<file path="config.mk">
export PLATFORM = sky130hd
export DESIGN_NAME = ddr3_frame_sched_flat
export DESIGN_NICKNAME = d
export VERILOG_FILES = /design/src/rtl/ddr3_frame_pkg.sv /design/src/rtl/ddr3_frame_sched_if.sv /design/src/rtl/ddr3_frame_sched_bank_sel.sv /design/src/rtl/ddr3_frame_sched.sv /design/src/flat_wrapper.sv
export SDC_FILE = /design/constraint.sdc
export NUM_CORES = 1
export LEC_CHECK = 0
export CORE_MARGIN = 10
export CORE_UTILIZATION = 41
export CTS_CLUSTER_DIAMETER = 40
export DETAILED_ROUTE_END_ITERATION = 16
export GPL_TIMING_DRIVEN = 0
export PLACE_DENSITY = 0.84
export SLEW_MARGIN = 20
export SYNTH_ARGS = -nofsm -noshare
export SYNTH_HDL_FRONTEND = slang
export SYNTH_SLANG_ARGS = --single-unit
</file>
<file path="constraint.sdc">
create_clock -name wr_clk -period 2 [get_ports wr_clk]
set_input_delay 0.3 -clock wr_clk [delete_from_list [all_inputs] [get_ports wr_clk]]
set_output_delay 0.3 -clock wr_clk [all_outputs]
set_load 0.02 [all_outputs]
</file>
<file path="src/rtl/ddr3_frame_pkg.sv">
// Shared types for the DDR3 triple-buffer frame scheduler: FSM encoding,
// bank indexing and bank base-address arithmetic.
package ddr3_frame_pkg;

   typedef enum logic [1:0] {
      IDLE     = 2'd0,
      DELAY    = 2'd1,
      WAIT_SOF = 2'd2,
      STREAM   = 2'd3
   } state_t;

   localparam int BANK_W    = 2;
   localparam int NUM_BANKS = 3;
   localparam int PIX_LAT   = 2;

   typedef logic [BANK_W-1:0] bank_t;

   // Callers truncate to their address width, which gives the mod-2^N wrap.
   function automatic logic [63:0] bank_base(input bank_t bank,
                                             input logic [63:0] base,
                                             input logic [63:0] stride);
      return base + 64'(bank) * stride;
   endfunction

endpackage

</file>
<file path="src/rtl/ddr3_frame_sched_if.sv">
// Pixel-in, DDR3 write/read request and status bundle for ddr3_frame_sched.
interface ddr3_frame_sched_if #(
   parameter int ADDR_WIDTH    = 28,
   parameter int DATA_IN_WIDTH = 16
);
   logic [DATA_IN_WIDTH-1:0] pix_data;
   logic                     pix_vld;
   logic                     pix_sof;
   logic                     wr_req;
   logic [ADDR_WIDTH-1:0]    wr_address_begin;
   logic [ADDR_WIDTH-1:0]    wr_address_end;
   logic [DATA_IN_WIDTH-1:0] wr_din;
   logic                     wr_din_vld;
   logic                     rd_frame_req;
   logic                     rd_req;
   logic [ADDR_WIDTH-1:0]    rd_address_begin;
   logic [ADDR_WIDTH-1:0]    rd_address_end;
   logic                     frame_valid;
   logic [15:0]              drop_cnt;

   modport master (
      output pix_data, pix_vld, pix_sof, rd_frame_req,
      input  wr_req, wr_address_begin, wr_address_end, wr_din, wr_din_vld,
             rd_req, rd_address_begin, rd_address_end, frame_valid, drop_cnt
   );

   modport slave (
      input  pix_data, pix_vld, pix_sof, rd_frame_req,
      output wr_req, wr_address_begin, wr_address_end, wr_din, wr_din_vld,
             rd_req, rd_address_begin, rd_address_end, frame_valid, drop_cnt
   );
endinterface

</file>
<file path="src/rtl/ddr3_frame_sched_bank_sel.sv">
// Triple-buffer bank rotation: tracks write, read and last-committed banks,
// forwarding a same-cycle commit into the read selection.
module frame_bank_sel
   import ddr3_frame_pkg::*;
(
   input  logic  wr_clk,
   input  logic  rst_n,
   input  logic  clr,
   input  logic  commit,
   input  logic  rd_frame_req,
   output bank_t wr_bank,
   output bank_t rd_bank_nxt,
   output logic  rd_fire,
   output logic  frame_valid
);

   bank_t rd_bank, last_bank, last_nxt, wr_nxt;

   function automatic bank_t free_bank(input bank_t a, input bank_t b);
      free_bank = '0;
      for (int i = NUM_BANKS-1; i >= 0; i--)
         if (bank_t'(i) != a && bank_t'(i) != b) free_bank = bank_t'(i);
   endfunction

   always_comb begin
      last_nxt    = commit ? wr_bank : last_bank;
      rd_fire     = rd_frame_req && (frame_valid || commit) && !clr;
      rd_bank_nxt = rd_fire ? last_nxt : rd_bank;
      wr_nxt      = commit ? free_bank(rd_bank_nxt, last_nxt) : wr_bank;
   end

   always_ff @(posedge wr_clk) begin
      if (!rst_n || clr) begin
         wr_bank     <= '0;
         rd_bank     <= '0;
         last_bank   <= '0;
         frame_valid <= 1'b0;
      end else begin
         wr_bank   <= wr_nxt;
         rd_bank   <= rd_bank_nxt;
         last_bank <= last_nxt;
         if (commit) frame_valid <= 1'b1;
      end
   end

endmodule

</file>
<file path="src/rtl/ddr3_frame_sched.sv">
// Triple-buffer frame scheduler for the DDR3 native-FIFO write port.
// Optional FRAME_SCHED_DROP_CNT_EN enables the saturating short-frame counter.
module ddr3_frame_sched
   import ddr3_frame_pkg::*;
#(
   parameter int                    ADDR_WIDTH    = 28,
   parameter int                    DATA_IN_WIDTH = 16,
   parameter logic [ADDR_WIDTH-1:0] FRAME_BASE    = 28'h100_0000,
   parameter logic [ADDR_WIDTH-1:0] FRAME_STRIDE  = 28'h010_0000,
   parameter logic [ADDR_WIDTH-1:0] FRAME_PIX     = 28'h00e_1000,
   parameter int                    DELAY_TIME    = 500
) (
   input  logic                wr_clk,
   input  logic                rst_n,
   input  logic                init_calib_complete,
   ddr3_frame_sched_if.slave   bus
);

   localparam int                    DLY_W    = $clog2(DELAY_TIME + 1);
   localparam logic [DLY_W-1:0]      DLY_LAST = DLY_W'(DELAY_TIME - 1);
   localparam logic [ADDR_WIDTH-1:0] LAST_PIX = FRAME_PIX - 1'b1;

   state_t                  state, state_nxt;
   logic [DLY_W-1:0]        dly_cnt;
   logic [ADDR_WIDTH-1:0]   pix_cnt;
   logic                    calib, pix_acc, sof_hit, commit, short_frame;
   logic [PIX_LAT:1]        vld_pipe;
   logic [PIX_LAT:1][DATA_IN_WIDTH-1:0] data_pipe;
   bank_t                   wr_bank, rd_bank_nxt;
   logic                    rd_fire;

   assign calib = init_calib_complete;

   function automatic logic [ADDR_WIDTH-1:0] bank_addr(input bank_t b);
      return ADDR_WIDTH'(bank_base(b, 64'(FRAME_BASE), 64'(FRAME_STRIDE)));
   endfunction

   always_ff @(posedge wr_clk) begin
      if (!rst_n) state <= IDLE;
      else        state <= state_nxt;
   end

   always_comb begin
      state_nxt   = state;
      pix_acc     = 1'b0;
      sof_hit     = 1'b0;
      commit      = 1'b0;
      short_frame = 1'b0;
      case (state)
         IDLE:     if (calib) state_nxt = DELAY;
         DELAY:    if (dly_cnt == DLY_LAST) state_nxt = WAIT_SOF;
         WAIT_SOF: if (bus.pix_vld && bus.pix_sof) begin
            pix_acc   = 1'b1;
            sof_hit   = 1'b1;
            state_nxt = STREAM;
         end
         STREAM:   if (bus.pix_vld) begin
            pix_acc = 1'b1;
            if (bus.pix_sof) begin
               sof_hit     = 1'b1;
               short_frame = 1'b1;
            end else if (pix_cnt == LAST_PIX) begin
               commit    = 1'b1;
               state_nxt = WAIT_SOF;
            end
         end
         default:  state_nxt = IDLE;
      endcase
      // Losing calibration overrides everything, including a pending commit.
      if (!calib) begin
         state_nxt   = IDLE;
         pix_acc     = 1'b0;
         sof_hit     = 1'b0;
         commit      = 1'b0;
         short_frame = 1'b0;
      end
   end

   always_ff @(posedge wr_clk) begin
      if (!rst_n) begin
         dly_cnt <= '0;
         pix_cnt <= '0;
      end else begin
         dly_cnt <= (state == DELAY && calib) ? dly_cnt + 1'b1 : '0;
         if (!calib)       pix_cnt <= '0;
         else if (sof_hit) pix_cnt <= ADDR_WIDTH'(1);
         else if (pix_acc) pix_cnt <= pix_cnt + 1'b1;
      end
   end

   always_ff @(posedge wr_clk) begin
      if (!rst_n) begin
         vld_pipe  <= '0;
         data_pipe <= '0;
      end else begin
         vld_pipe <= calib ? {vld_pipe[PIX_LAT-1:1], pix_acc} : '0;
         if (pix_acc) data_pipe[1] <= bus.pix_data;
         for (int i = 2; i <= PIX_LAT; i++)
            if (vld_pipe[i-1]) data_pipe[i] <= data_pipe[i-1];
      end
   end

   assign bus.wr_din     = data_pipe[PIX_LAT];
   assign bus.wr_din_vld = vld_pipe[PIX_LAT];

   always_ff @(posedge wr_clk) begin
      if (!rst_n) begin
         bus.wr_req           <= 1'b0;
         bus.wr_address_begin <= '0;
         bus.wr_address_end   <= '0;
         bus.rd_req           <= 1'b0;
         bus.rd_address_begin <= '0;
         bus.rd_address_end   <= '0;
      end else begin
         bus.wr_req <= sof_hit;
         bus.rd_req <= rd_fire;
         if (sof_hit) begin
            bus.wr_address_begin <= bank_addr(wr_bank);
            bus.wr_address_end   <= bank_addr(wr_bank) + FRAME_PIX;
         end
         if (rd_fire) begin
            bus.rd_address_begin <= bank_addr(rd_bank_nxt);
            bus.rd_address_end   <= bank_addr(rd_bank_nxt) + FRAME_PIX;
         end
      end
   end

   frame_bank_sel u_bank_sel (
      .wr_clk       (wr_clk),
      .rst_n        (rst_n),
      .clr          (!calib),
      .commit       (commit),
      .rd_frame_req (bus.rd_frame_req),
      .wr_bank      (wr_bank),
      .rd_bank_nxt  (rd_bank_nxt),
      .rd_fire      (rd_fire),
      .frame_valid  (bus.frame_valid)
   );

`ifdef FRAME_SCHED_DROP_CNT_EN
   logic [15:0] drop_q;
   always_ff @(posedge wr_clk) begin
      if (!rst_n)                              drop_q <= '0;
      else if (short_frame && drop_q != 16'hFFFF) drop_q <= drop_q + 1'b1;
   end
   assign bus.drop_cnt = drop_q;
`else
   logic drop_unused;
   assign drop_unused  = short_frame;
   assign bus.drop_cnt = '0;
`endif

endmodule

</file>
<file path="src/flat_wrapper.sv">
// flat-port wrapper written by rule: the top's interface ports become plain ports
module ddr3_frame_sched_flat import ddr3_frame_pkg::*;
#(
   parameter int                    ADDR_WIDTH    = 28,
   parameter int                    DATA_IN_WIDTH = 16,
   parameter logic [ADDR_WIDTH-1:0] FRAME_BASE    = 28'h100_0000,
   parameter logic [ADDR_WIDTH-1:0] FRAME_STRIDE  = 28'h010_0000,
   parameter logic [ADDR_WIDTH-1:0] FRAME_PIX     = 28'h00e_1000,
   parameter int                    DELAY_TIME    = 500
)
  (wr_clk, rst_n, init_calib_complete, bus_pix_data, bus_pix_vld, bus_pix_sof, bus_rd_frame_req, bus_wr_req, bus_wr_address_begin, bus_wr_address_end, bus_wr_din, bus_wr_din_vld, bus_rd_req, bus_rd_address_begin, bus_rd_address_end, bus_frame_valid, bus_drop_cnt);
  ddr3_frame_sched_if #(.ADDR_WIDTH(ADDR_WIDTH), .DATA_IN_WIDTH(DATA_IN_WIDTH)) bus_i ();
  input  logic wr_clk;
  input  logic rst_n;
  input  logic init_calib_complete;
  input wire logic [$bits(bus_i.pix_data)-1:0] bus_pix_data;
  input wire logic [$bits(bus_i.pix_vld)-1:0] bus_pix_vld;
  input wire logic [$bits(bus_i.pix_sof)-1:0] bus_pix_sof;
  input wire logic [$bits(bus_i.rd_frame_req)-1:0] bus_rd_frame_req;
  output wire logic [$bits(bus_i.wr_req)-1:0] bus_wr_req;
  output wire logic [$bits(bus_i.wr_address_begin)-1:0] bus_wr_address_begin;
  output wire logic [$bits(bus_i.wr_address_end)-1:0] bus_wr_address_end;
  output wire logic [$bits(bus_i.wr_din)-1:0] bus_wr_din;
  output wire logic [$bits(bus_i.wr_din_vld)-1:0] bus_wr_din_vld;
  output wire logic [$bits(bus_i.rd_req)-1:0] bus_rd_req;
  output wire logic [$bits(bus_i.rd_address_begin)-1:0] bus_rd_address_begin;
  output wire logic [$bits(bus_i.rd_address_end)-1:0] bus_rd_address_end;
  output wire logic [$bits(bus_i.frame_valid)-1:0] bus_frame_valid;
  output wire logic [$bits(bus_i.drop_cnt)-1:0] bus_drop_cnt;
  assign bus_i.pix_data = bus_pix_data;
  assign bus_i.pix_vld = bus_pix_vld;
  assign bus_i.pix_sof = bus_pix_sof;
  assign bus_i.rd_frame_req = bus_rd_frame_req;
  assign bus_wr_req = bus_i.wr_req;
  assign bus_wr_address_begin = bus_i.wr_address_begin;
  assign bus_wr_address_end = bus_i.wr_address_end;
  assign bus_wr_din = bus_i.wr_din;
  assign bus_wr_din_vld = bus_i.wr_din_vld;
  assign bus_rd_req = bus_i.rd_req;
  assign bus_rd_address_begin = bus_i.rd_address_begin;
  assign bus_rd_address_end = bus_i.rd_address_end;
  assign bus_frame_valid = bus_i.frame_valid;
  assign bus_drop_cnt = bus_i.drop_cnt;
  ddr3_frame_sched #(.ADDR_WIDTH(ADDR_WIDTH), .DATA_IN_WIDTH(DATA_IN_WIDTH), .FRAME_BASE(FRAME_BASE), .FRAME_STRIDE(FRAME_STRIDE), .FRAME_PIX(FRAME_PIX), .DELAY_TIME(DELAY_TIME)) u_core (.wr_clk(wr_clk), .rst_n(rst_n), .init_calib_complete(init_calib_complete), .bus(bus_i));
endmodule
</file>
==> flow_metrics.env <==
export IMPL_n_antenna_cell=0
export IMPL_numPortBuffers=60
export IMPL_drt_vias_per_instance=4.27
export IMPL_combPwrFrac_pct=11.6
export IMPL_die_y_um=127
export IMPL_ctsHoldBuffers=0
export IMPL_gp_congestion=0.849
export IMPL_cts_root_buf="clkbuf_16"
export IMPL_nets=748
export IMPL_cts_tree="built"
export IMPL_clock_latency_ns=0.33
export IMPL_htreeDepth=3
export IMPL_clk_path_buf_depth=2
export IMPL_cts_inserted_buffers=9
export IMPL_dp_hpwl_um=8220
export IMPL_grt_overflow_total=0
export IMPL_power_frac_seq_pct=45.0
export IMPL_cap_violations=0
export IMPL_row_count=39
export IMPL_crit_buf_inv=0
export IMPL_multi_input_area_um2=2310
export IMPL_crit_type="reg2reg"
export IMPL_start_util_pct=41.6
export IMPL_total_power_uw=3900
export IMPL_syn_instance_count=539
export IMPL_synth_edf_count=0
export IMPL_finalHoldViolCount=0
export IMPL_grt_pass1_wl_um=16600
export IMPL_slew_headroom_pct=53.8
export IMPL_critPathCaptureType="flop"
export IMPL_ant_nets=0
export IMPL_finClkSkew_ns=0.00491
export IMPL_cts_sink_count=88
export IMPL_design_die_area_um2=16200
export IMPL_hp_class="in2reg"
export IMPL_area_growth_pct=34.7
export IMPL_outcome="completed"
export IMPL_rsz0062_at_grt="true"
export IMPL_wl_per_cell_um=12.3
export IMPL_crit_slowest_cell="dfxtp_2"
export IMPL_gr_usage_all_layers_pct=12.2
export IMPL_fp_dieW_um=127
export IMPL_leakagePower_uw=0.00274
export IMPL_fmax_mhz=516
export IMPL_syn_cell_area_um2=4710
export IMPL_num_fill_cells=1008
export IMPL_min_period_ns=1.94
export IMPL_ff2ff_setup_slack_ns=0.06
export IMPL_dr_pass1_iters=5
export IMPL_vdd_ir_drop_max_mv=0.429
export IMPL_r2r_end="u_core.u_bank_sel.wr_bank[0]$_SDFFE_PN0N_"
export IMPL_ys_flop_type="dfxtp_1"
export IMPL_postSynthAreaPerCell_um2=8.74
export IMPL_cp_max_fo=7
export IMPL_crit_path_cell_trace="ha_4 -> nand4_4 -> nor4_4 -> nand4_4 -> or3_1 -> a21oi_1"
export IMPL_drive_gt1_share_pct=25.4
export IMPL_slowest_delay_ns=0.38
export IMPL_power_share_clock_pct=43.4
export IMPL_grt_pass1_vias=3320
export IMPL_postSynth_asyncResetShare_pct=0
export IMPL_power_internal_uw=2950
export IMPL_crit_required_ns=2.26
export IMPL_path_clk_slew_ns=0.06
export IMPL_core_area_um2=11300
export IMPL_ys_warn_count=0
export IMPL_min_to="u_core.data_pipe[0]$_SDFFE_PN0P_"
export IMPL_routed_wl_um=10700
export IMPL_power_density_nw_per_um2=614
export IMPL_crit_start="u_core.pix_cnt[1]$_SDFFE_PP0P_"
export IMPL_maxSlewViolCount=0
export IMPL_min_period_over_period_pct=96.8
export IMPL_worstHoldStart="rst_n"
export IMPL_seq_area_frac_synth_pct=37.4
export IMPL_r2r_start="u_core.pix_cnt[1]$_SDFFE_PP0P_"
export IMPL_crit_arrival_ns=2.20
export IMPL_seq_area_um2=1770
export IMPL_synth_cell_types=39
export IMPL_drtIter0Drc=203
export IMPL_ios=170
export IMPL_crit_path_start_kind="flop"
export IMPL_worst_slew_pin_slew_ns=0.693
export IMPL_ys_ff_latch=88
export IMPL_critPathTopFamily="simple AND/OR/NAND/NOR gates"
export IMPL_whs_path_depth=2
export IMPL_vias=3720
export IMPL_reg2reg_depth=6
export IMPL_cp_common_cell="nand4_4"
export IMPL_grt_max_degree=16
export IMPL_finish_utilization_pct=56.1
export IMPL_swShare_pct=24.4
export IMPL_drc=0
export IMPL_setup_viol=0
export IMPL_antenna_found_initial=0
export IMPL_power_switching_uw=950
-- cell usage after synthesis, drive strengths merged, types with 11 or more instances --
cell type / instances / area (um2)
buf: 141 / 1050
nor4: 14 / 131
nor2: 42 / 158
nor2b: 18 / 113
dfxtp: 88 / 1760
a21boi: 16 / 120
xor2: 11 / 96.3
clkbuf: 15 / 56.3
nand4: 15 / 115
a21oi: 15 / 78.8
nand3: 13 / 65.1
nand2: 54 / 203
xnor2: 17 / 149
mux2i: 23 / 230
-- metal layers --
metal  global-route usage, %  share of wire (%)  up-vias
met4                    3.08                1.1        0
met2                    21.4                 49      117
met3                    5.54                8.8       10
met5                       0                  0        -
li1                        -                  -     1921
met1                    12.9                 41     1672
-- power by group through the flow --
stage	logic, uW	clock network [uW]	registers, uW
final	451	1690	1750
after global routing	483	1810	1750
after CTS	432	1720	1760
after detailed placement	433	0	1800
after global placement	433	0	1800
after floorplan	375	0	1790
-- sequential cells by signal, indices dropped and copies added, names as in the netlist --
register / cells
u_core.pix_cnt: 28
u_core.bus.wr_din: 16
u_core.data_pipe: 16
u_core.dly_cnt: 9
u_core.bus.rd_address_end: 3
u_core.bus.wr_address_begin: 2
u_core.state: 2
u_core.u_bank_sel.last_bank: 2
u_core.u_bank_sel.rd_bank: 2
u_core.u_bank_sel.wr_bank: 2
u_core.vld_pipe: 2
u_core.bus.rd_req: 1
u_core.bus.wr_address_end: 1
u_core.bus.wr_req: 1
u_core.u_bank_sel.frame_valid: 1
-- logic make-up (layout without fill, tap and decap cells) --
kind of cell               Yosys count  count (layout)  share of synthesized area (%)
and+or+nand+nor                    187             187                           20.8
buffers and inverters              162             245                           24.0
DFF                                 88              88                           37.4
AOI/OAI and AO/OA                   47              47                           6.77
xor gates and xnor gates            28              28                           5.21
muxes                               24              24                           5.13
adders and majority gates            2               2                          0.531
other                                1             108                         0.0796
-- metrics by stage --
step	hold slack [ns]	setup TNS [ns]	setup WS, ns	area, um2	std cells
after global routing	0.443	-0.0614	-0.0324	6350	872
final	0.429	0	0.0637	6350	872
after CTS	0.420	0	0.0183	6260	868
after detailed placement	0.448	-17.17	-0.581	5890	849
after floorplan	0.430	0	0.130	5110	646
after global placement	0.441	-15.63	-0.552	5890	849
-- repair_timing --
item | in CTS | in global routing
setup buffers | 3 | 5
endpoints found under the hold margin | 0 | 0
pin swaps | 2 | 6
setup endpoints to repair | 34 | 31
resized for setup | 9 | 14
-- cell usage in the layout (no fill, tap or decap), types with 14 or more instances in the layout --
cell type / n
buf_4: 146
conb_1: 108
dfxtp_1: 86
clkdlybuf4s50_1: 57
nand2_1: 54
nor2_1: 41
mux2i_1: 22
nor2b_1: 18
xnor2_1: 17
a21boi_0: 16
clkbuf_1: 14
-- worst max path at each step --
stage               slack [ns]                                   endpoint  depth (start not counted)
global route             -0.03            u_core.pix_cnt[23]$_SDFFE_PP0P_                          6
global placement         -0.55            u_core.pix_cnt[15]$_SDFFE_PP0P_                          7
floorplan                 0.13  u_core.u_bank_sel.wr_bank[0]$_SDFFE_PN0N_                          6
detailed placement       -0.58             u_core.pix_cnt[7]$_SDFFE_PP0P_                          7
CTS                       0.02            u_core.pix_cnt[23]$_SDFFE_PP0P_                          7
finish                    0.06  u_core.u_bank_sel.wr_bank[0]$_SDFFE_PN0N_                          6
-- layout make-up --
class / instances / area share (%)
Timing Repair Buffer: 68 / 10.3
Tap cell: 143 / 2.82
Sequential cell: 88 / 27.8
Clock inverter: 6 / 1.06
Multi-Input combinational cell: 396 / 36.4
Buffer: 155 / 17.4
Clock buffer: 10 / 3.77
Inverter: 6 / 0.355
Power figures use the tool's default switching activity.
